[config.mk]
export PLATFORM = sky130hd
export DESIGN_NAME = weight_stream_writer
export DESIGN_NICKNAME = d
export VERILOG_FILES = /design/src/rtl/weight_stream_writer.sv
export SDC_FILE = /design/constraint.sdc
export NUM_CORES = 1
export LEC_CHECK = 0
export CORE_MARGIN = 1
export CORE_UTILIZATION = 43
export CTS_CLUSTER_DIAMETER = 50
export DETAILED_ROUTE_END_ITERATION = 6
export GPL_ROUTABILITY_DRIVEN = 0
export SYNTH_ARGS = -nofsm -noshare
export SYNTH_HDL_FRONTEND = slang
export SYNTH_SLANG_ARGS = --single-unit
export TNS_END_PERCENT = 20
[constraint.sdc]
create_clock -name clk -period 3.2 [get_ports clk]
set_input_delay 0.64 -clock clk [delete_from_list [all_inputs] [get_ports clk]]
set_output_delay 0.64 -clock clk [all_outputs]
set_load 0.01 [all_outputs]
[src/rtl/weight_stream_writer.sv]
// weight_stream_writer
//   Parses a framed byte stream (A5h | id | LEN[23:16] | LEN[15:8] | LEN[7:0] | payload | CHK)
//   and emits one registered weight-memory write per payload byte. CHK is the XOR of the payload.
//   Optional macro WEIGHT_STREAM_ORDER_CHECK_EN: frames must arrive with layer ids 0..NUM_LAYERS-1
//   in order, otherwise the parser stops with error code 4.
// Ports
//   clk, rst_n          clock, synchronous active-low reset
//   start               arm/re-arm pulse; clears done/error
//   s_valid/s_data      stream byte in; s_ready out (transfer = s_valid & s_ready)
//   wr_en/wr_layer/wr_addr/wr_data  weight write, one cycle after the payload byte is accepted
//   busy, done, error, error_code   status (code: 1 id, 2 length, 3 checksum, 4 order)
module weight_stream_writer #(
  parameter int unsigned DATA_WIDTH      = 8,
  parameter int unsigned ADDR_WIDTH      = 20,
  parameter int unsigned NUM_LAYERS      = 6,
  parameter int unsigned LAYER_SEL_WIDTH = 3
) (
  input  logic                       clk,
  input  logic                       rst_n,
  input  logic                       start,
  input  logic                       s_valid,
  input  logic [DATA_WIDTH-1:0]      s_data,
  output logic                       s_ready,
  output logic                       wr_en,
  output logic [LAYER_SEL_WIDTH-1:0] wr_layer,
  output logic [ADDR_WIDTH-1:0]      wr_addr,
  output logic [DATA_WIDTH-1:0]      wr_data,
  output logic                       busy,
  output logic                       done,
  output logic                       error,
  output logic [2:0]                 error_code
);

  localparam int unsigned LEN_W  = 3 * DATA_WIDTH;
  localparam int unsigned LEN_XW = LEN_W + 1;
  localparam logic [LEN_XW-1:0] MAX_LEN = LEN_XW'(1) << ADDR_WIDTH;
  localparam logic [DATA_WIDTH-1:0] SYNC_BYTE = DATA_WIDTH'(8'hA5);

  typedef enum logic [3:0] {
    IDLE, SYNC, HDR_ID, HDR_L2, HDR_L1, HDR_L0, PAYLOAD, CHECK, DONE, ERR
  } state_e;

  state_e                     state_q, state_d;
  logic [LAYER_SEL_WIDTH-1:0] id_q, id_d;
  logic [LEN_W-1:0]           len_q, len_d;
  logic [LEN_W-1:0]           cnt_q, cnt_d;
  logic [DATA_WIDTH-1:0]      chk_q, chk_d;
  logic [2:0]                 code_q, code_d;
  logic                       wr_en_d;
  logic [LAYER_SEL_WIDTH-1:0] wr_layer_d;
  logic [ADDR_WIDTH-1:0]      wr_addr_d;
  logic [DATA_WIDTH-1:0]      wr_data_d;
  logic                       s_ready_d, busy_d, done_d, error_d;
  logic                       acc;
  logic [LEN_W-1:0]           len_shift;
`ifdef WEIGHT_STREAM_ORDER_CHECK_EN
  logic [LAYER_SEL_WIDTH-1:0] exp_q, exp_d;
`endif

  assign acc       = s_valid & s_ready;
  assign len_shift = LEN_W'({len_q, s_data});

  // Next-state and registered-output logic
  always_comb begin
    state_d    = state_q;
    id_d       = id_q;
    len_d      = len_q;
    cnt_d      = cnt_q;
    chk_d      = chk_q;
    code_d     = code_q;
    wr_en_d    = 1'b0;
    wr_layer_d = wr_layer;
    wr_addr_d  = wr_addr;
    wr_data_d  = wr_data;
`ifdef WEIGHT_STREAM_ORDER_CHECK_EN
    exp_d      = exp_q;
`endif
    if (start) begin
      // start wins over a same-cycle byte, which is dropped
      state_d = SYNC;
      code_d  = 3'd0;
`ifdef WEIGHT_STREAM_ORDER_CHECK_EN
      exp_d   = '0;
`endif
    end else if (acc) begin
      unique case (state_q)
        SYNC: if (s_data == SYNC_BYTE) state_d = HDR_ID;
        HDR_ID: begin
          if (32'(s_data) >= NUM_LAYERS) begin
            state_d = ERR;
            code_d  = 3'd1;
          end else begin
            id_d    = LAYER_SEL_WIDTH'(s_data);
            state_d = HDR_L2;
`ifdef WEIGHT_STREAM_ORDER_CHECK_EN
            if (LAYER_SEL_WIDTH'(s_data) != exp_q) begin
              state_d = ERR;
              code_d  = 3'd4;
            end
`endif
          end
        end
        HDR_L2: begin
          len_d   = len_shift;
          state_d = HDR_L1;
        end
        HDR_L1: begin
          len_d   = len_shift;
          state_d = HDR_L0;
        end
        HDR_L0: begin
          len_d = len_shift;
          if (len_shift == '0 || {1'b0, len_shift} > MAX_LEN) begin
            state_d = ERR;
            code_d  = 3'd2;
          end else begin
            cnt_d   = '0;
            chk_d   = '0;
            state_d = PAYLOAD;
          end
        end
        PAYLOAD: begin
          wr_en_d    = 1'b1;
          wr_layer_d = id_q;
          wr_addr_d  = ADDR_WIDTH'(cnt_q);
          wr_data_d  = s_data;
          cnt_d      = cnt_q + LEN_W'(1);
          chk_d      = chk_q ^ s_data;
          if (cnt_q == len_q - LEN_W'(1)) state_d = CHECK;
        end
        CHECK: begin
          if (s_data != chk_q) begin
            state_d = ERR;
            code_d  = 3'd3;
          end else begin
            state_d = (32'(id_q) == NUM_LAYERS - 1) ? DONE : SYNC;
`ifdef WEIGHT_STREAM_ORDER_CHECK_EN
            exp_d   = exp_q + LAYER_SEL_WIDTH'(1);
`endif
          end
        end
        default: state_d = state_q;
      endcase
    end
    // Status outputs track the state being entered so they change with it
    s_ready_d = state_d inside {SYNC, HDR_ID, HDR_L2, HDR_L1, HDR_L0, PAYLOAD, CHECK};
    busy_d    = s_ready_d;
    done_d    = (state_d == DONE);
    error_d   = (state_d == ERR);
  end

  // State and output registers
  always_ff @(posedge clk) begin
    if (!rst_n) begin
      state_q  <= IDLE;
      id_q     <= '0;
      len_q    <= '0;
      cnt_q    <= '0;
      chk_q    <= '0;
      code_q   <= '0;
      wr_en    <= 1'b0;
      wr_layer <= '0;
      wr_addr  <= '0;
      wr_data  <= '0;
      s_ready  <= 1'b0;
      busy     <= 1'b0;
      done     <= 1'b0;
      error    <= 1'b0;
`ifdef WEIGHT_STREAM_ORDER_CHECK_EN
      exp_q    <= '0;
`endif
    end else begin
      state_q  <= state_d;
      id_q     <= id_d;
      len_q    <= len_d;
      cnt_q    <= cnt_d;
      chk_q    <= chk_d;
      code_q   <= code_d;
      wr_en    <= wr_en_d;
      wr_layer <= wr_layer_d;
      wr_addr  <= wr_addr_d;
      wr_data  <= wr_data_d;
      s_ready  <= s_ready_d;
      busy     <= busy_d;
      done     <= done_d;
      error    <= error_d;
`ifdef WEIGHT_STREAM_ORDER_CHECK_EN
      exp_q    <= exp_d;
`endif
    end
  end

  assign error_code = code_q;

endmodule
### Word-level counts from Yosys, hierarchy flattened

Index checks and enable logic that the tools add are counted.

| storage, ports and cells | value |
|---|---|
| flip-flop bits (word level) | 101 |
| bits in latches | 0 |
| RAM bits | 0 |
| bits in read-only memories | 0 |
| input bits | 12 |
| output and inout bits | 39 |
| logic and storage cells | 78 |
| memories | 0 |

| operators by class | value |
|---|---|
| add/subtract/negate cells | 2 |
| multiply operators | 0 |
| div/mod/pow operators | 0 |
| magnitude comparators | 2 |
| equality and inequality tests | 24 |
| shift operators | 0 |
| muxes and demuxes | 18 |
| bitwise gates (word level) | 6 |
| reductions and logical operators | 13 |

Operators by type and width:

| cell | count |
|---|---|
| 24-bit case mux with 2 select lines | 1 |
| 4-bit by 3-bit == test with 1-bit output, second input constant | 8 |
| 4-bit 2-to-1 mux | 8 |
| 4-bit case mux with 7 select lines | 1 |
| 24-bit by 1-bit adder with 24-bit output, second input constant | 1 |
| 24-bit == test | 1 |
| 24-bit by 21-bit > comparator with 1-bit output, second input constant | 1 |
| 24-bit zero test | 1 |
| 24-bit 2-to-1 mux | 1 |
| 24-bit by 1-bit subtractor with 24-bit output, second input constant | 1 |
| 4-bit by 2-bit == test with 1-bit output, second input constant | 4 |
| 8-bit case mux with 2 select lines | 1 |
| 3-bit 2-to-1 mux | 3 |
| 3-bit case mux with 3 select lines | 1 |
| 4-bit by 1-bit == test with 1-bit output, second input constant | 2 |
| 4-bit == test, second input constant | 2 |
| 8-bit == test, second input constant | 1 |
| 8-bit by 3-bit greater-or-equal comparator with 1-bit output, second input constant | 1 |
| 8-bit 2-to-1 mux | 1 |
| 2-bit inequality test, second input constant | 4 |
| 8-bit inequality test | 1 |
| 4-bit AND reduction | 2 |
| 8-bit bitwise XOR | 1 |
| 7-bit nonzero test | 1 |
| 11 further kinds | 16 |

### Logic depth before layout (Yosys ltp)

Gate-level depths: netlist of run 1.

| logic depth | value |
|---|---|
| word-level depth | 8 |
| depth in mapped cells | 12 |
| mapped depth without buffers | 9 |

### Worst setup path after synthesis of run 1

No wires, ideal clock.

| path | value |
|---|---|
| path type | in2reg |
| start | input port s_data[4] |
| end | register cnt_q[20] |
| setup time | 0.070 ns |
| arrival time | 2.495 ns |
| data required time | 3.130 ns |
| setup slack | 0.636 ns |
| stages on the path | 9 |
| buffers on the path | 2 |
| path through | buf_2 nor4_1 and3_1 nand4b_4 a31oi_4 nand4_2 buf_6 or3_1 a21oi_1 |

| on the way | value |
|---|---|
| cells in the longest elaborated chain, start to end | 4 |
| elaborated cells on any way between the ends | 5 |
| classes of those cells | order compare (1); eq/ne (1); reduce/logical (3) |

Ends and longest elaborated chain:

| element | RTL line | text |
|---|---|---|
| start, declared | 22 | `input logic [DATA_WIDTH-1:0] s_data,` |
| 24-bit by 21-bit > comparator with 1-bit output / 24-bit zero test (equally long branches) | 113 | `if (len_shift == '0 \|\| {1'b0, len_shift} > MAX_LEN) begin` |
| 1-bit logical OR (*) | 113 |  |
| 2-bit inequality test (no source line) (*) | n/a |  |
| 4-bit AND reduction (no source line) (*) | n/a |  |
| end signal, assigned | 176 | `cnt_q <= cnt_d;` |
| end, declared | 46 | `logic [LEN_W-1:0] cnt_q, cnt_d;` |

Mark *: on every way between the ends. The rest lies on a longest branch, timed or not.
A chain may end at the register's enable or synchronous reset.

### Worst setup path in the final report of run 1

| path | value |
|---|---|
| start | input port s_data[5] |
| end | register cnt_q[8] |

The elaborated chain is that of the path after synthesis.

==> metrics.md, run 1 <==
| Metric | Value |
|---|---|
| Highest clock rate | 342 MHz |
| Worst min path class | register to register |
| Worst Setup EP | cnt_q[8] |
| CTS root buffer | clkbuf_16 |
| GRT Resource Usage Total | 22.5% |
| Core Area | 11600 um^2 |
| DR vias | 4565 |
| Avg Vias per Cell | 5.57 |
| Dpl cells | 806 |
| Final min period | 2.92 ns |
| Startpoint Class | input port |
| Number of flops mapped to enable cells by yosys | 0 |
| CTS tree | done |
| Fillcell total | 1118 |
| Pleak | 2.37 nW |
| Die extent in y | 112 um |
| Site Rows | 39 |
| # diodes | 0 |
| Worst-path fanout max | 11 |
| Pwr Density | 411 nW/um^2 |
| Fin. max-slew vios | 0 |
| Yosys top cell area share | 38.3% |
| Psw | 0.000542 W |
| Initial core utilization | 45.0% |
| Count of cell types in the netlist | 69 |
| Largest net degree at the start of global routing | 38 |
| Ratio of cells with drive above 1 in the final layout | 8.57% |
| Clock-pin slew on the worst setup and hold paths | 0.06 ns |
| Fin crit share | 91.3% |
| RSZ-0062 raised after global routing | false |
| Final net count | 688 |
| Async SR Flop Fraction | 0% |
| IO buf count | 49 |
| Arr. time, crit path | 3.21 ns |
| CP Class | input port to register |
| Endpoints failing hold | 0 |
| Die Wd | 112 um |
| Synthesized area per cell | 8.13 um^2 |
| Synth warnings | 0 |
| Latest clock arrival within the worst-skew pair | 0.35 ns |
| Vias in the first global route | 4236 |
| Logic pwr share | 4.3% |
| Switching part of the total | 21.4% |
| CP max stage delay | 0.45 ns |
| Flop2flop setup slack | 0.40 ns |
| First-pass GRT wire length | 22200 um |
| WL per Instance | 16.2 um |
| Drt pass-1 iters | 7 |
| Internal | 0.00199 W |
| Reg2reg start | len_q[1] |
| CTS Hold Buffers Added | 0 |
| Worst path required time | 3.49 ns |
| Post-synthesis cell area | 5230 um^2 |
| Area contributors post-synth | dfxtp_1, nand2_1, mux2i_1, xor2_1, nor2_1 |
| CTS Buf Count | 9 |
| Reg2reg end | cnt_q[8] |
| DIE AREA | 12600 um^2 |
| Worst Hold Depth | 2 |
| IO Count | 51 |
| Violated checks | DRC |
| Peak supply drop | 0.368 mV |
| Clock Power Share | 46.3% |
| Setup crit end kind | register |
| Worst hold margin | 0.454 ns |
| Initial antenna violation count | 0 |
| HPWL after DPL | 9480 um |
| Setup violators final | 0 |
| Final non-filler cell total | 820 |
| Reg2Reg Depth | 10 |
| Area delta synth->final | 18.0% |
| Outcome | complete, but fails checks |
| CTS Buffer Depth | 2 |
| Setup bufs post-CTS | 0 |
| Setup TNS | 0 ns |
| DRC | 1 |
| Synthesized instance count | 643 |
| Clock tree sinks | 100 |
| Part of the power in registers | 49.4% |
| Worst-Margin Slew | 0.623 ns |
| Multi-input logic area | 2970 um^2 |
| Congestion Overflow GR | 0 |
| Max H-tree Level | 3 |
| Routed WL | 13300 um |
| Max-cap violations | 0 |
| Slew headroom | 58.1% |
| Syn nets | 657 |
| Core Util, Final | 53.1% |
| DR iter-0 viols | 273 |
| #FFs+latches synth | 100 |
| Synth Flop Type | dfxtp_1 |
| Critical-path cell list | clkdlybuf4s50_1, nor4_1, and3_1, nand4b_4, a31oi_4, buf_4, nand3_1, or3_1, a21oi_1 |
| Worst Skew | 0.00589 ns |
| Register Area | 2000 um^2 |
| Crit path from | s_data[5] |
| Seq/Total Area, Yosys | 38.3% |
| Synth area leader | dfxtp_1 |
| Slowest-stage cell, CP | clkdlybuf4s50_1 |
| Post-CTS Resized | 0 |
| Post-route ant nets | 0 |
[sequential cells by signal, summed over array words and instances, names as in the netlist]
register / count
busy: 1
chk_q: 8
cnt_q: 24
done: 1
error: 1
error_code: 2
id_q: 3
len_q: 24
state_q: 4
wr_addr: 20
wr_data: 8
wr_en: 1
wr_layer: 3
[routing by layer]
metal	up-vias	wire (um)	global-route usage, %
met5	-	0	0
met4	0	183	7.64
met3	11	591	4.21
met2	100	5830	33.4
met1	2176	6640	32.6
li1	2278	-	-
[power by group through the flow]
stage          logic (W)  registers (W)  clock network (W)
6_report        0.000108        0.00125            0.00117
5_1_grt         0.000116        0.00125            0.00126
4_1_cts         0.000108        0.00125            0.00119
3_5_place_dp    0.000108        0.00128                  0
3_3_place_gp    0.000107        0.00128                  0
2_1_floorplan  0.0000588        0.00128                  0
[how the worst min path moves through the flow]
| stage | end | startpoint | slack (ns) |
|---|---|---|---|
| floorplan | wr_layer[2] | id_q[2] | 0.44 |
| global placement | wr_addr[9] | wr_addr[9] | 0.44 |
| detailed placement | wr_layer[0] | wr_layer[0] | 0.45 |
| CTS | wr_addr[9] | wr_addr[9] | 0.46 |
| global route | wr_addr[17] | wr_addr[17] | 0.47 |
| finish | wr_addr[14] | wr_addr[14] | 0.45 |
[layout by cell type, fill, tap and decap left out, drive strengths merged, types with 5 or more instances in the layout]
master         count
nor3              17
clkbuf            10
dfxtp            100
clkdlybuf4s50     49
nor2              76
buf               19
o21ai             15
nor4              11
nand2             93
a31oi              7
a21oi             55
xor2              33
nand4             13
xnor2             25
mux2i             29
inv               12
and3               6
or3               15
and2               6
or2                5
nand3             18
[final cells by class]
| class | instances | area share [%] |
|---|---|---|
| Multi-Input combinational cell | 483 | 48.1 |
| Sequential cell | 100 | 32.5 |
| Timing Repair Buffer | 68 | 10.7 |
| Clock buffer | 10 | 3.88 |
| Tap cell | 143 | 2.90 |
| Clock inverter | 4 | 1.22 |
| Inverter | 12 | 0.730 |
[critical path: cells and delay by family]
family / cells / cell delay [ns]
AO/OA/AOI/OAI: 2 / 0.43
buffers and inverters: 2 / 0.69
AND/OR/NAND/NOR: 5 / 1.45
[kinds of logic after synthesis]
kind of cell    Yosys count  synth area share [%]
simple gates            289                  28.6
flops                   100                  38.3
buf+inv                  60                  5.12
compound gates          104                  12.1
fa+ha+maj                 2                 0.479
mux                      29                  5.55
other cells               1                0.0717
xor+xnor                 58                  9.72
[synth_stat cells (8+ instances only)]
cell      instances
nand4_1          11
inv_1            11
nor3_1           16
dfxtp_1         100
buf_2            12
mux2i_1          29
nor4_1            8
clkbuf_1         30
xor2_1           33
a21oi_1          55
nand2_1          93
nor2_1           75
or3_1            15
xnor2_1          25
nand3_1          17
o21ai_0          14
[through the flow]
stage | setup slack (ns) | cell area [um^2] | power (W)
global route | 0.100 | 6170 | 0.00262
detailed placement | -0.0567 | 5850 | 0.00139
CTS | 0.318 | 6170 | 0.00255
global placement | 0.0613 | 5850 | 0.00139
floorplan | 0.636 | 5230 | 0.00134
finish | 0.280 | 6170 | 0.00253
(Power assumes the default switching activity.)
==> run 2: changes to the inputs <==
--- a/config.mk
+++ b/config.mk
@@ -10,6 +10,7 @@
 export CTS_CLUSTER_DIAMETER = 50
 export DETAILED_ROUTE_END_ITERATION = 6
 export GPL_ROUTABILITY_DRIVEN = 0
+export SLEW_MARGIN = 20
 export SYNTH_ARGS = -nofsm -noshare
 export SYNTH_HDL_FRONTEND = slang
 export SYNTH_SLANG_ARGS = --single-unit
==> results of run 2 <==
No change in the layout: final DEF, timing and power equal those of run 1.
